<file path="src/rtl/rat_io_responder_if.sv">
// CPU-side IN/OUT bus bundle for the port-mapped I/O responder.
// The CPU drives address, write data and the write strobe; the responder
// returns read data combinationally from the address.
interface rat_io_responder_if;
   logic [7:0] port_id;
   logic [7:0] out_port;
   logic       io_strb;
   logic [7:0] in_port;

   modport master (
      output port_id,
      output out_port,
      output io_strb,
      input  in_port
   );

   modport slave (
      input  port_id,
      input  out_port,
      input  io_strb,
      output in_port
   );
endinterface

</file>
<file path="src/rtl/rat_io_responder.sv">
// Port-mapped I/O responder: LED register, synchronized switches,
// button-event FIFO with overflow flag, and a prescaled reloadable
// down-counter timer with a registered level interrupt.
module rat_io_responder #(
   parameter int PRESCALE   = 16,
   parameter int FIFO_DEPTH = 4,
   parameter int NUM_BTN    = 4
) (
   input  logic                clk,
   input  logic                rst_n,
   rat_io_responder_if.slave   bus,
   input  logic [7:0]          switches,
   input  logic [NUM_BTN-1:0]  buttons,
   output logic [7:0]          leds,
   output logic                interrupt
);

   localparam int PW = (PRESCALE > 1) ? $clog2(PRESCALE) : 1;
   localparam int AW = (FIFO_DEPTH > 1) ? $clog2(FIFO_DEPTH) : 1;
   localparam int CW = AW + 1;

   localparam logic [PW-1:0] PRESC_LAST = PW'(PRESCALE - 1);
   localparam logic [CW-1:0] FIFO_CAP   = CW'(FIFO_DEPTH);

   // Write map
   localparam logic [7:0] WR_LEDS   = 8'h40;
   localparam logic [7:0] WR_RELOAD = 8'h41;
   localparam logic [7:0] WR_CTRL   = 8'h42;
   localparam logic [7:0] WR_ACK    = 8'h43;
   localparam logic [7:0] WR_POP    = 8'h44;

   // Read map
   localparam logic [7:0] RD_SW     = 8'h20;
   localparam logic [7:0] RD_STATUS = 8'h21;
   localparam logic [7:0] RD_FIFO   = 8'h22;
   localparam logic [7:0] RD_COUNT  = 8'h23;
   localparam logic [7:0] RD_LEDS   = 8'h40;

   // Bus-visible registers
   logic [7:0]          leds_q, leds_d;
   logic [7:0]          reload_q, reload_d;
   logic                ten_q, ten_d;
   logic                ien_q, ien_d;

   // Timer state
   logic [7:0]          count_q, count_d;
   logic [PW-1:0]       presc_q, presc_d;
   logic                pending_q, pending_d;
   logic                irq_q, irq_d;
   logic                tick;
   logic                pend_set;

   // Input synchronizers and edge detector
   logic [7:0]          sw_s1_q, sw_s2_q;
   logic [NUM_BTN-1:0]  btn_s1_q, btn_s2_q, btn_prev_q;
   logic [NUM_BTN-1:0]  rise;

   // Button-event FIFO
   logic [NUM_BTN-1:0]  mem_q [2**AW];
   logic [AW-1:0]       wr_ptr_q, wr_ptr_d;
   logic [AW-1:0]       rd_ptr_q, rd_ptr_d;
   logic [CW-1:0]       cnt_q, cnt_d;
   logic                ovf_q, ovf_d;
   logic                fifo_empty, fifo_full;
   logic                push_req, do_push, do_pop;
   logic [3:0]          head4;

   // Write decode
   logic                wr_leds, wr_reload, wr_ctrl, wr_ack, wr_pop;
   logic [7:0]          rd_data;

   assign wr_leds   = bus.io_strb && (bus.port_id == WR_LEDS);
   assign wr_reload = bus.io_strb && (bus.port_id == WR_RELOAD);
   assign wr_ctrl   = bus.io_strb && (bus.port_id == WR_CTRL);
   assign wr_ack    = bus.io_strb && (bus.port_id == WR_ACK);
   assign wr_pop    = bus.io_strb && (bus.port_id == WR_POP);

   assign rise       = btn_s2_q & ~btn_prev_q;
   assign push_req   = |rise;
   assign fifo_empty = (cnt_q == '0);
   assign fifo_full  = (cnt_q == FIFO_CAP);

   // A pop on an empty FIFO does nothing; a push into a full FIFO only
   // lands if a pop frees a slot in the same cycle.
   assign do_pop  = wr_pop && !fifo_empty;
   assign do_push = push_req && (!fifo_full || do_pop);

   // Next state for the register file, timer and FIFO bookkeeping
   always_comb begin
      leds_d    = leds_q;
      reload_d  = reload_q;
      ten_d     = ten_q;
      ien_d     = ien_q;
      count_d   = count_q;
      presc_d   = presc_q;
      pending_d = pending_q;
      tick      = 1'b0;
      pend_set  = 1'b0;
      wr_ptr_d  = wr_ptr_q;
      rd_ptr_d  = rd_ptr_q;
      cnt_d     = cnt_q;
      ovf_d     = ovf_q;

      if (wr_leds)   leds_d   = bus.out_port;
      if (wr_reload) reload_d = bus.out_port;
      if (wr_ctrl) begin
         ten_d = bus.out_port[0];
         ien_d = bus.out_port[1];
      end

      // Prescaler runs only while enabled; its wrap is the timer tick.
      if (ten_q) begin
         if (presc_q == PRESC_LAST) begin
            presc_d = '0;
            tick    = 1'b1;
         end else begin
            presc_d = presc_q + PW'(1);
         end
      end

      if (tick) begin
         if (count_q != 8'd0) begin
            count_d = count_q - 8'd1;
         end else begin
            count_d  = reload_q;
            pend_set = 1'b1;
         end
      end

      // Enabling the timer restarts it from the reload value. The timer
      // was idle, so this never collides with a tick.
      if (wr_ctrl && bus.out_port[0] && !ten_q) begin
         count_d = reload_q;
         presc_d = '0;
      end

      // A new expiry in the same cycle as an ack keeps the request alive.
      if (wr_ack)   pending_d = 1'b0;
      if (pend_set) pending_d = 1'b1;

      if (do_push) wr_ptr_d = wr_ptr_q + AW'(1);
      if (do_pop)  rd_ptr_d = rd_ptr_q + AW'(1);
      case ({do_push, do_pop})
         2'b10:   cnt_d = cnt_q + CW'(1);
         2'b01:   cnt_d = cnt_q - CW'(1);
         default: cnt_d = cnt_q;
      endcase

      if (wr_pop) ovf_d = 1'b0;
      if (push_req && fifo_full && !do_pop) ovf_d = 1'b1;
   end

   assign irq_d = pending_q & ien_q;

   // Control and data registers, all cleared by the asynchronous reset
   always_ff @(posedge clk or negedge rst_n) begin
      if (!rst_n) begin
         leds_q     <= '0;
         reload_q   <= '0;
         ten_q      <= 1'b0;
         ien_q      <= 1'b0;
         count_q    <= '0;
         presc_q    <= '0;
         pending_q  <= 1'b0;
         irq_q      <= 1'b0;
         sw_s1_q    <= '0;
         sw_s2_q    <= '0;
         btn_s1_q   <= '0;
         btn_s2_q   <= '0;
         btn_prev_q <= '0;
         wr_ptr_q   <= '0;
         rd_ptr_q   <= '0;
         cnt_q      <= '0;
         ovf_q      <= 1'b0;
      end else begin
         leds_q     <= leds_d;
         reload_q   <= reload_d;
         ten_q      <= ten_d;
         ien_q      <= ien_d;
         count_q    <= count_d;
         presc_q    <= presc_d;
         pending_q  <= pending_d;
         irq_q      <= irq_d;
         sw_s1_q    <= switches;
         sw_s2_q    <= sw_s1_q;
         btn_s1_q   <= buttons;
         btn_s2_q   <= btn_s1_q;
         btn_prev_q <= btn_s2_q;
         wr_ptr_q   <= wr_ptr_d;
         rd_ptr_q   <= rd_ptr_d;
         cnt_q      <= cnt_d;
         ovf_q      <= ovf_d;
      end
   end

   // FIFO storage; contents are only meaningful below the occupancy count
   always_ff @(posedge clk) begin
      if (do_push) mem_q[wr_ptr_q] <= rise;
   end

   // Head entry widened to a 4-bit one-hot field, zero when empty
   always_comb begin
      head4 = '0;
      if (!fifo_empty) head4[NUM_BTN-1:0] = mem_q[rd_ptr_q];
   end

   // Combinational read decode; unmapped addresses read as zero
   always_comb begin
      rd_data = 8'h00;
      case (bus.port_id)
         RD_SW:     rd_data = sw_s2_q;
         RD_STATUS: rd_data = {ovf_q, 3'b000, fifo_full, fifo_empty, pending_q, ten_q};
         RD_FIFO:   rd_data = {4'b0000, head4};
         RD_COUNT:  rd_data = count_q;
         RD_LEDS:   rd_data = leds_q;
         default:   rd_data = 8'h00;
      endcase
   end

   assign bus.in_port = rd_data;
   assign leds        = leds_q;
   assign interrupt   = irq_q;

endmodule

</file>
<file path="src/flat_wrapper.sv">
// flat-port wrapper written by rule: the top's interface ports become plain ports
module rat_io_responder_flat 
#(
   parameter int PRESCALE   = 16,
   parameter int FIFO_DEPTH = 4,
   parameter int NUM_BTN    = 4
)
  (clk, rst_n, switches, buttons, leds, interrupt, bus_port_id, bus_out_port, bus_io_strb, bus_in_port);
  rat_io_responder_if bus_i ();
  input  logic clk;
  input  logic rst_n;
  input  logic [7:0] switches;
  input  logic [NUM_BTN-1:0] buttons;
  output logic [7:0] leds;
  output logic interrupt;
  input wire logic [$bits(bus_i.port_id)-1:0] bus_port_id;
  input wire logic [$bits(bus_i.out_port)-1:0] bus_out_port;
  input wire logic [$bits(bus_i.io_strb)-1:0] bus_io_strb;
  output wire logic [$bits(bus_i.in_port)-1:0] bus_in_port;
  assign bus_i.port_id = bus_port_id;
  assign bus_i.out_port = bus_out_port;
  assign bus_i.io_strb = bus_io_strb;
  assign bus_in_port = bus_i.in_port;
  rat_io_responder #(.PRESCALE(PRESCALE), .FIFO_DEPTH(FIFO_DEPTH), .NUM_BTN(NUM_BTN)) u_core (.clk(clk), .rst_n(rst_n), .bus(bus_i), .switches(switches), .buttons(buttons), .leds(leds), .interrupt(interrupt));
endmodule
</file>
<file path="config.mk">
export PLATFORM = sky130hd
export DESIGN_NAME = rat_io_responder_flat
export DESIGN_NICKNAME = d
export VERILOG_FILES = /design/src/rtl/rat_io_responder_if.sv /design/src/rtl/rat_io_responder.sv /design/src/flat_wrapper.sv
export SDC_FILE = /design/constraint.sdc
export NUM_CORES = 1
export LEC_CHECK = 0
export BUFFER_PORTS_ARGS = -buffer_cell sky130_fd_sc_hd__buf_2
export CORE_MARGIN = 5
export CORE_UTILIZATION = 40
export DETAILED_ROUTE_END_ITERATION = 8
export GPL_ROUTABILITY_DRIVEN = 0
export PLACE_DENSITY_LB_ADDON = 0.12
export SLEW_MARGIN = 5
export SYNTH_ARGS = -nofsm -noshare
export SYNTH_HDL_FRONTEND = slang
export SYNTH_SLANG_ARGS = --single-unit
</file>
<file path="constraint.sdc">
create_clock -name clk -period 2.9 [get_ports clk]
set_clock_uncertainty 0.2 [all_clocks]
set_input_delay 0.145 -clock clk [delete_from_list [all_inputs] [get_ports clk]]
set_output_delay 0.145 -clock clk [all_outputs]
set_load 0.01 [all_outputs]
</file>
# --- After elaboration in Yosys (flattened, before gate mapping) ---
# Memory sizes are Yosys's and may differ from the RTL's.
# Index checks and enable logic that the tools add are counted.
# W data, S select, Z words.
classes:
  n_eq_ne: 13
  reduce_logical: 24
  order_cmp: 0
  n_addsub: 6
  div_mod_pow: 0
  n_shift: 0
  mux: 19
  mul: 0
  bitwise: 3
ops:
  columns: ["cell", "count"]
  rows:
  - ["$eq A8 B7 Y1 const B", 5]
  - ["$pmux W8 S5", 1]
  - ["$eq A8 B6 Y1 const B", 4]
  - ["$mux W8", 3]
  - ["$mux W4", 4]
  - ["$logic_and A1 B1 Y1", 11]
  - ["$mux W1", 10]
  - ["$reduce_bool A2 Y1", 5]
  - ["$reduce_bool A8 Y1", 1]
  - ["$sub A8 B1 Y8 const B", 1]
  - ["$pmux W3 S2", 1]
  - ["$add A2 B1 Y2 const B", 2]
  - ["$add A4 B1 Y4 const B", 1]
  - ["$and A4 B4 Y4", 1]
  - ["$eq A4 B4 Y1 const B", 1]
  - ["$logic_not A1 Y1", 4]
  - ["$not A4 Y4", 1]
  - ["$reduce_or A4 Y1", 1]
  - ["$add A3 B1 Y3 const B", 1]
  - ["$eq A3 B3 Y1 const B", 1]
  - ["$logic_not A3 Y1", 1]
  - ["$sub A3 B1 Y3 const B", 1]
  - ["$eq A2 B1 Y1 const B", 1]
  - ["$eq A2 B2 Y1 const B", 1]
  - ["2 further kinds", 2]
totals:
  register_bits: 68
  mem_count: 1
  elab_cells: 83
  output_inout_bits: 17
  latch_bits: 0
  romBits: 0
  ram_bits: 16
  input_bits: 31
mem_list:
  columns: ["name", "depth", "width", "read_ports", "rd_clocked_by_memory_dff", "wr", "line", "rtl"]
  rows:
  - ["u_core.mem_q", 4, 4, 1, 0, 1, "rat_io_responder.sv:59", "logic [NUM_BTN-1:0] mem_q [2**AW];"]

# --- Longest topological paths before layout ---
# Gate-level depths: netlist (run 1).
logic_depth:
  depth_word: 7
  mapped_depth: 8
  ltp_nobuf: 7

# --- Least setup slack after synthesis (run 1) ---
# OpenSTA, ideal clock, no wires.
synth_timing:
  path_kind: "input-to-reg"
  startpoint: "in bus_port_id[0]"
  endpoint: "reg u_core.cnt_q[2]"
  setup_slack_ns: 0.692
  n_path_buf: 1
  arrival_time_ns: 1.928
  path_stages: 8
  setup_ns: 0.080
  t_required_ns: 2.620
  path_cell_list: "clkbuf_1 > or4b_1 > nor4_4 > nand2_1 > fa_1 > and3_1 > a21oi_2 > xnor2_1"
synth_between:
  elab_chain_len: 7
  elab_cells_between_ends: 9
  cone_classes: "3 x eq/ne; 1 x mux; 5 x reduce/logical"
synth_lines:
  columns: ["element", "line", "rtl"]
  rows:
  - ["start, declared", "flat_wrapper.sv:16", "input wire logic [$bits(bus_i.port_id)-1:0] bus_port_id;"]
  - ["$eq A8 B7 Y1 (*)", "rat_io_responder.sv:76", "assign wr_pop = bus.io_strb && (bus.port_id == WR_POP);"]
  - ["$logic_and A1 B1 Y1 (*)", "rat_io_responder.sv:76", null]
  - ["$logic_and A1 B1 Y1 (*)", "rat_io_responder.sv:85", "assign do_pop = wr_pop && !fifo_empty;"]
  - ["$logic_or A1 B1 Y1", "rat_io_responder.sv:86", "assign do_push = push_req && (!fifo_full || do_pop);"]
  - ["$logic_and A1 B1 Y1", "rat_io_responder.sv:86", null]
  - ["$eq A2 B1 Y1 / $eq A2 B2 Y1 (equally long branches)", "rat_io_responder.sv:143", "case ({do_push, do_pop})"]
  - ["$pmux W3 S2 / $reduce_bool A2 Y1 (equally long branches)", null, null]
  - ["end signal, assigned", "rat_io_responder.sv:191", "cnt_q <= cnt_d;"]
  - ["end, declared", "rat_io_responder.sv:62", "logic [CW-1:0] cnt_q, cnt_d;"]
# Mark *: on every way between the ends. The rest lies on a longest branch, timed or not.
# A chain may end at the register's enable or synchronous reset.

# --- Worst setup path in the final report (run 1) ---
layout_timing:
  startpoint: "reg u_core.rd_ptr_q[0]"
  endpoint: "out bus_in_port[3]"
layout_between:
  elab_chain_len: 3
layout_lines:
  columns: ["element", "line", "rtl"]
  rows:
  - ["start, declared", "rat_io_responder.sv:61", "logic [AW-1:0] rd_ptr_q, rd_ptr_d;"]
  - ["start signal, assigned", "rat_io_responder.sv:190", "rd_ptr_q <= rd_ptr_d;"]
  - ["$mem_v2 Z4 W4", null, null]
  - ["$mux W4", "rat_io_responder.sv:204", "if (!fifo_empty) head4[NUM_BTN-1:0] = mem_q[rd_ptr_q];"]
  - ["$pmux W8 S5", "rat_io_responder.sv:210", "case (bus.port_id)"]
  - ["end, declared", "flat_wrapper.sv:19", "output wire logic [$bits(bus_i.in_port)-1:0] bus_in_port;"]
# No other way between the ends.

==> summary.txt, run 1 <==
Critical path
  – Register-to-Register Setup Slack: 630 ps
  – Worst reg-to-reg path cell count: 4
  – Critical-path cell list: mux4_2 > nand3_1 > nand4_1 > a22o_1 > buf_2
  – Startpoint of the worst-slack reg-to-reg timing path: u_core.count_q[5]
  – Nature of the critical path startpoint: register
  – End point of the critical path: bus_in_port[3]
  – Delay contributed by the slowest stage of the critical path: 570 ps
  – Type of destination of the critical path: primary output
  – Critical path data required time: 2560 ps
  – Capturing point of the worst reg2reg path: u_core.count_q[3]
  – Cell with the largest stage delay on the worst path: sky130_fd_sc_hd__mux4_2
  – Endpoint arrival time on the critical path: 2040 ps
  – Largest driver fanout on the critical path: 6
  – Critical path class: reg2out
  – Critical path launch point: u_core.rd_ptr_q[0]

Timing
  – Worst hold slack: 13.67 ps
  – Post-route setup slack: 511.9 ps
  – Min Clock Period, post-route: 2388 ps
  – Slew headroom: 35.88%
  – Fin. Hold Viols: 0
  – Period utilization: 82.35%
  – Number of endpoints failing setup at the final stage: 0
  – Number of max-slew violations in the final report: 0
  – Top achievable clock speed: 418.7 MHz
  – Aggregate negative setup slack: 0 ps
  – Transition time at the pin with the least slew margin: 961.8 ps
  – Unrepaired setup endpoints after global routing: no

Detailed routing
  – DRC marker count from the first detailed-route iteration: 121
  – Via total after detailed routing: 2462
  – Routed wire length: 7738 um
  – Number of routed nets with antenna violations: 0
  – Average wire per cell in the routed design: 16.26 um
  – Number of iterations in the first detailed-routing pass: 4
  – Ratio of routed vias to standard cells: 5.172
  – DRC Markers: 0

Run
  – Max-cap violations: 0

Floorplan
  – Initial Util: 40.43%
  – Die extent in x: 105.9 um
  – Overall die area: 0.01122 mm^2
  – Vert. Die Dim: 105.9 um
  – Placeable Area: 0.009109 mm^2
  – Total number of placement rows: 35
  – Number of top-level design ports: 48

Clocking
  – Root Buffer Master: sky130_fd_sc_hd__clkbuf_8
  – Inserted Clock Buffers: 9
  – TritonCTS clock tree: built
  – Setup fix buffers added after clock tree synthesis: 0
  – Post-CTS resize count: 0
  – Latest clock arrival within the worst-skew pair: 360 ps
  – Reg clk slew, reported paths: 80 ps
  – H-tree levels: 3
  – Hold-fix buffers at CTS: 22
  – Sinks on Clock Net: 84
  – Maximum buffer depth of the clock tree: 2

Global routing
  – Vias in the first global route: 2430
  – Pin count of the biggest net entering global routing: 43
  – GRT Resource Usage Total: 14.92%
  – GR met3 Demand/Resource: 3.097%
  – Met1 global-route usage: 23.18%
  – Global-route wire length before repair: 12960 um
  – Grt ovf: 0
  – Layer with the highest usage: met1
  – Antenna violations before repair: 0
  – Met2 layer usage reported by global route: 19.95%

Status
  – Result of the run: finished, final reports clean

Power and ir drop
  – Total Power: 2.904 mW
  – Max IR drop VDD: 0.2162 mV
  – Leak pwr: 2.003 nW
  – Power density over cell area: 642.8 mW/mm^2

Synthesis
  – Mux cell area share after synthesis: 9.038%
  – Mapped Avg Cell Area: 13.10 um^2
  – Post-synthesis instance area: 0.003682 mm^2
  – Mapped Nets: 320
  – Seq/Total Area, Yosys: 59.26%
  – XOR/XNOR Fraction of Synth Area: 1.665%
  – Count of distinct cell types in the synthesized netlist: 53
  – Dominant combinational cell family by area after synthesis: simple AND/OR/NAND/NOR gates
  – Post-synthesis register bit count: 84
  – Number of enable-type register cells in the synthesized netlist: 16
  – Post-Synth Simple-Gate Area: 15.32%
  – Area fraction in compound gates after synthesis: 9.820%
  – Number of warnings printed during yosys synthesis: 0
  – Most used DFF post-synth: sky130_fd_sc_hd__dfrtp_1
  – Count of mapped cells out of synthesis: 281
  – Adder-cell area share of the yosys netlist: 2.922%
  – Synth async-reset ratio: 80.95%

Finish
  – Number of antenna cells inserted: 0
  – Final #Nets: 399
  – Fill cell count: 816
  – Layout Area Growth over Synthesis: 22.66%
  – Fraction of final layout cells with drive strength greater than 1: 28.49%

Hold path
  – Type of the tightest min-delay check: in2reg

Placement
  – Worst slack at placement: 517.8 ps
  – Post-DP HPWL: 5451 um
  – Port buffer count: 47
[through the flow]
stage                     utilization [%]  cells  cell area (um^2)
after floorplan                         -    281              3682
after global placement              44.68    438              4070
after detailed placement            44.68    438              4070
after CTS                           49.59    476              4517
after global routing                49.59    476              4517
final                               49.59    476              4517
[how the worst min path moves through the flow]
stage | start | to | cells past startpoint
floorplan | rst_n | u_core.btn_prev_q[0] | 0
finish | bus_port_id[5] | u_core.pending_q | 4
CTS | bus_port_id[5] | u_core.pending_q | 4
detailed placement | buttons[0] | u_core.btn_s1_q[0] | 1
global route | bus_port_id[5] | u_core.pending_q | 4
global placement | buttons[3] | u_core.btn_s1_q[3] | 1
[layout make-up]
class | count | area, um^2 | area share, %
Sequential cell | 84 | 2182 | 48.31
Multi-Input combinational cell | 179 | 1428 | 31.61
Timing Repair Buffer | 75 | 500.5 | 11.08
Clock buffer | 11 | 141.4 | 3.130
Tap cell | 111 | 138.9 | 3.075
Clock inverter | 5 | 85.08 | 1.884
Inverter | 11 | 41.29 | 0.9141
[power by group]
group          switching, mW  internal (mW)  total, mW
logic                  0.265          0.227      0.492
registers              0.104           1.37       1.48
clock network          0.423          0.513      0.936
[cells by family after synthesis]
| kind of cell | after synthesis |
|---|---|
| AND/OR/NAND/NOR | 86 |
| buffers and inverters | 18 |
| AO/OA/AOI/OAI | 52 |
| XOR/XNOR | 7 |
| adder cells (fa/ha/maj) | 8 |
| flip-flops | 84 |
| multiplexers | 26 |
[placed cells by master, fill, tap and decap left out, types with 9 or more instances in the layout]
cell type	count
sky130_fd_sc_hd__dlygate4sd3_1	22
sky130_fd_sc_hd__buf_2	47
sky130_fd_sc_hd__nand2_1	24
sky130_fd_sc_hd__edfxtp_1	16
sky130_fd_sc_hd__mux2_2	18
sky130_fd_sc_hd__a21oi_1	11
sky130_fd_sc_hd__clkbuf_8	10
sky130_fd_sc_hd__o21ai_0	9
sky130_fd_sc_hd__nor2_1	10
sky130_fd_sc_hd__inv_1	11
sky130_fd_sc_hd__dfrtp_1	68
[synthesized netlist by cell type, types with 2 or more instances]
cell,count,area (um^2)
sky130_fd_sc_hd__dfrtp_1,68,1702
sky130_fd_sc_hd__nand2_1,24,90.09
sky130_fd_sc_hd__mux2_2,18,202.7
sky130_fd_sc_hd__edfxtp_1,16,480.5
sky130_fd_sc_hd__a21oi_1,11,55.05
sky130_fd_sc_hd__inv_1,11,41.29
sky130_fd_sc_hd__nor2_1,10,37.54
sky130_fd_sc_hd__o21ai_0,9,45.04
sky130_fd_sc_hd__a22o_1,7,61.31
sky130_fd_sc_hd__ha_1,7,87.58
sky130_fd_sc_hd__a22oi_1,6,45.04
sky130_fd_sc_hd__o22a_1,6,52.55
sky130_fd_sc_hd__and2_1,5,31.28
sky130_fd_sc_hd__clkbuf_1,5,18.77
sky130_fd_sc_hd__nand3_1,5,25.02
sky130_fd_sc_hd__nor2b_1,5,31.28
sky130_fd_sc_hd__xnor2_1,5,43.79
sky130_fd_sc_hd__mux2i_1,4,40.04
sky130_fd_sc_hd__mux4_2,4,90.09
sky130_fd_sc_hd__nand4_1,4,25.02
sky130_fd_sc_hd__nor3_1,4,20.02
sky130_fd_sc_hd__nor4_1,4,25.02
sky130_fd_sc_hd__and3_1,3,18.77
sky130_fd_sc_hd__o221ai_1,3,26.28
sky130_fd_sc_hd__a31oi_1,2,12.51
sky130_fd_sc_hd__nand2b_1,2,12.51
sky130_fd_sc_hd__nor3b_4,2,37.54
sky130_fd_sc_hd__nor4_4,2,42.54
sky130_fd_sc_hd__o22ai_1,2,12.51
sky130_fd_sc_hd__o31ai_1,2,15.01
sky130_fd_sc_hd__or2_2,2,12.51
sky130_fd_sc_hd__xor2_1,2,17.52
[critical path: cells and delay by family, from the launching register on]
family | cells | cell delay, ps
AOI/OAI and AO/OA | 1 | 210
and+or+nand+nor | 2 | 230
muxes | 1 | 570
buffers and inverters | 1 | 140
DFF | 1 | 540
[per-layer routing]
| metal | part of all wire (%) | vias to the layer above |
|---|---|---|
| met3 | 5.5 | 12 |
| li1 | - | 1203 |
| met1 | 53 | 1181 |
| met4 | 2.0 | 0 |
| met2 | 40 | 66 |
| met5 | 0 | - |
[state kept, by name (all words and copies together), names as in the netlist, 2 cells and up]
name               flops
u_core.count_q         8
u_core.sw_s2_q         8
u_core.mem_q          16
u_core.rd_ptr_q        2
u_core.cnt_q           3
u_core.btn_s2_q        4
u_core.presc_q         4
u_core.btn_prev_q      4
u_core.reload_q        8
u_core.leds            8
u_core.wr_ptr_q        2
u_core.btn_s1_q        4
u_core.sw_s1_q         8
No activity file was read; power rests on OpenSTA's default activity.
==> run 2, diff against run 1 <==
==> constraint.sdc (replaced) <==
create_clock -name clk -period 2.5 [get_ports clk]
set_clock_uncertainty 0.2 [all_clocks]
set_input_delay 0.125 -clock clk [delete_from_list [all_inputs] [get_ports clk]]
set_output_delay 0.125 -clock clk [all_outputs]
set_load 0.01 [all_outputs]
==> run 2 against run 1 <==
Critical path depth unchanged. Cell area increased by 1.2%. Hold slack about the same. Clock power increased by 3.3%. Wire length decreased by 0.30%. Power increased by 13%. Via count increased by 2.2%. Largest cell class unchanged. Largest power group unchanged.
==> summary.txt, run 2 (same netlist as run 1, synthesis figures left out) <==
Status
  – Result of the run: finished, final reports clean

Timing
  – Number of endpoints failing setup at the final stage: 0
  – Transition time at the pin with the least slew margin: 654.2 ps
  – Min Clock Period, post-route: 2347 ps
  – Fin. Hold Viols: 0
  – Slew headroom: 56.39%
  – Aggregate negative setup slack: 0 ps
  – Number of max-slew violations in the final report: 0
  – Top achievable clock speed: 426.2 MHz
  – Unrepaired setup endpoints after global routing: no
  – Period utilization: 93.86%

Power and ir drop
  – Max IR drop VDD: 0.3806 mV
  – Leak pwr: 2.039 nW
  – Clock power share: 29.6%
  – Comb power frac: 18.1%
  – Cell internal pwr: 2.362 mW
  – Share of total power in sequential cells: 52.3%
  – Net switching fraction of the power: 27.79%
  – Power density over cell area: 715.8 mW/mm^2
  – NetSw: 909.2 uW

Global routing
  – Vias in the first global route: 2577
  – Antenna violations before repair: 0
  – GRT Resource Usage Total: 15.31%
  – Grt ovf: 0
  – Pin count of the biggest net entering global routing: 31
  – Global-route wire length before repair: 13490 um

Clocking
  – Inserted Clock Buffers: 9
  – Sinks on Clock Net: 84
  – Latest clock arrival within the worst-skew pair: 340 ps
  – Setup fix buffers added after clock tree synthesis: 0
  – TritonCTS clock tree: built
  – H-tree levels: 3
  – Root Buffer Master: sky130_fd_sc_hd__clkbuf_8
  – Reg clk slew, reported paths: 90 ps
  – Maximum buffer depth of the clock tree: 2

Finish
  – Number of flip-flops in the largest register: 16
  – Layout Area Growth over Synthesis: 24.12%
  – Top reg by flops: u_core.mem_q
  – Post-route non-filler standard cell count: 485
  – Fraction of final layout cells with drive strength greater than 1: 30.21%
  – Highest-count cells in the layout ignoring fill and taps: sky130_fd_sc_hd__dfrtp_1, sky130_fd_sc_hd__buf_2, sky130_fd_sc_hd__nand2_1, sky130_fd_sc_hd__dlygate4sd3_1, sky130_fd_sc_hd__mux2_2
  – Final #Nets: 408
  – Most common library cell in the layout ignoring fill and taps: sky130_fd_sc_hd__dfrtp_1
  – Number of antenna cells inserted: 0

Detailed routing
  – DRC Markers: 0
  – Number of routed nets with antenna violations: 0
  – Average wire per cell in the routed design: 15.91 um
  – Ratio of routed vias to standard cells: 5.186
  – Via total after detailed routing: 2515
  – Routed wire length: 7715 um
  – DRC marker count from the first detailed-route iteration: 162
  – Number of iterations in the first detailed-routing pass: 4

Critical path
  – Capturing point of the worst reg2reg path: u_core.cnt_q[2]
  – Critical path launch point: u_core.rd_ptr_q[0]
  – Startpoint of the worst-slack reg-to-reg timing path: u_core.btn_s2_q[1]
  – Critical path class: reg2out
  – Type of destination of the critical path: primary output
  – Largest driver fanout on the critical path: 6
  – Critical path data required time: 2170 ps
  – Worst reg-to-reg path cell count: 8
  – Nature of the critical path startpoint: register
  – Endpoint arrival time on the critical path: 2020 ps
  – Register-to-Register Setup Slack: 200 ps
  – End point of the critical path: bus_in_port[3]

Hold path
  – Type of the tightest min-delay check: in2reg

Floorplan
  – Die extent in x: 105.9 um
  – Total number of placement rows: 35
  – Number of top-level design ports: 48
  – Initial Util: 40.43%
  – Overall die area: 0.01122 mm^2
  – Vert. Die Dim: 105.9 um
  – Placeable Area: 0.009109 mm^2

Run
  – Max-cap violations: 0

Placement
  – Instance count after placement with tap cells included: 447
  – Port buffer count: 47
  – Post-DP HPWL: 5690 um
## run 2: power by group through the flow
stage | Sequential, mW | Clock (mW) | Combinational, mW
4_1_cts | 1.71 | 1.00 | 0.604
6_report | 1.71 | 0.967 | 0.593
3_3_place_gp | 1.74 | 0 | 0.556
2_1_floorplan | 1.70 | 0 | 0.404
5_1_grt | 1.74 | 1.06 | 0.673
3_5_place_dp | 1.74 | 0 | 0.576
## run 2: routing by layer
layer  GRT usage, %  up-vias  wire length (um)
met2          21.40       55              3160
met3          3.643        8               399
li1               -     1214                 -
met1          23.60     1238              4066
met5              0        -                 0
met4          4.348        0                89
## run 2: worst min path at each step
| stage | from | end | cells after the start | slack (ps) |
|---|---|---|---|---|
| 6_report | bus_port_id[5] | u_core.pending_q | 4 | 10 |
| 5_1_grt | bus_port_id[5] | u_core.pending_q | 4 | 20 |
| 4_1_cts | bus_port_id[5] | u_core.pending_q | 4 | 3 |
| 3_5_place_dp | rst_n | u_core.rd_ptr_q[0] | 1 | -0.7 |
| 3_3_place_gp | rst_n | u_core.rd_ptr_q[0] | 1 | 7 |
| 2_1_floorplan | rst_n | u_core.btn_prev_q[0] | 0 | -370 |
## run 2: what timing repair did
action / in CTS / in global routing
hold endpoints to repair: 57 / 0
resized for setup: 0 / 0
hold buffers: 22 / 0
## run 2: final cells by class
| class | count | area [um^2] |
|---|---|---|
| flip-flops and latches | 84 | 2182 |
| repair buffers | 84 | 580.6 |
| well taps | 111 | 138.9 |
| fillers | 845 | 4538 |
| multi-input cells | 179 | 1428 |
| clock inverters | 5 | 58.81 |
| clock buffers | 11 | 141.4 |
| inverters | 11 | 41.29 |
## run 2: worst max-delay path: stages, from the launching register on
cell	delay (ps)
sky130_fd_sc_hd__dfrtp_1	540
sky130_fd_sc_hd__mux4_2	560
sky130_fd_sc_hd__nand3_1	100
sky130_fd_sc_hd__nand4_1	120
sky130_fd_sc_hd__a22o_1	210
sky130_fd_sc_hd__buf_2	140
## run 2: metrics by stage
stage	setup slack [ps]	instance area (um^2)	total power, mW	utilization [%]	hold WS, ps
3_3_place_gp	172.1	4150	2.293	45.56	6.687
2_1_floorplan	312.3	3682	2.104	-	-370.6
5_1_grt	5.784	4571	3.472	50.18	17.30
6_report	153.4	4571	3.272	50.18	13.50
4_1_cts	114.0	4571	3.318	50.18	2.852
3_5_place_dp	132.2	4150	2.318	45.56	-0.6569
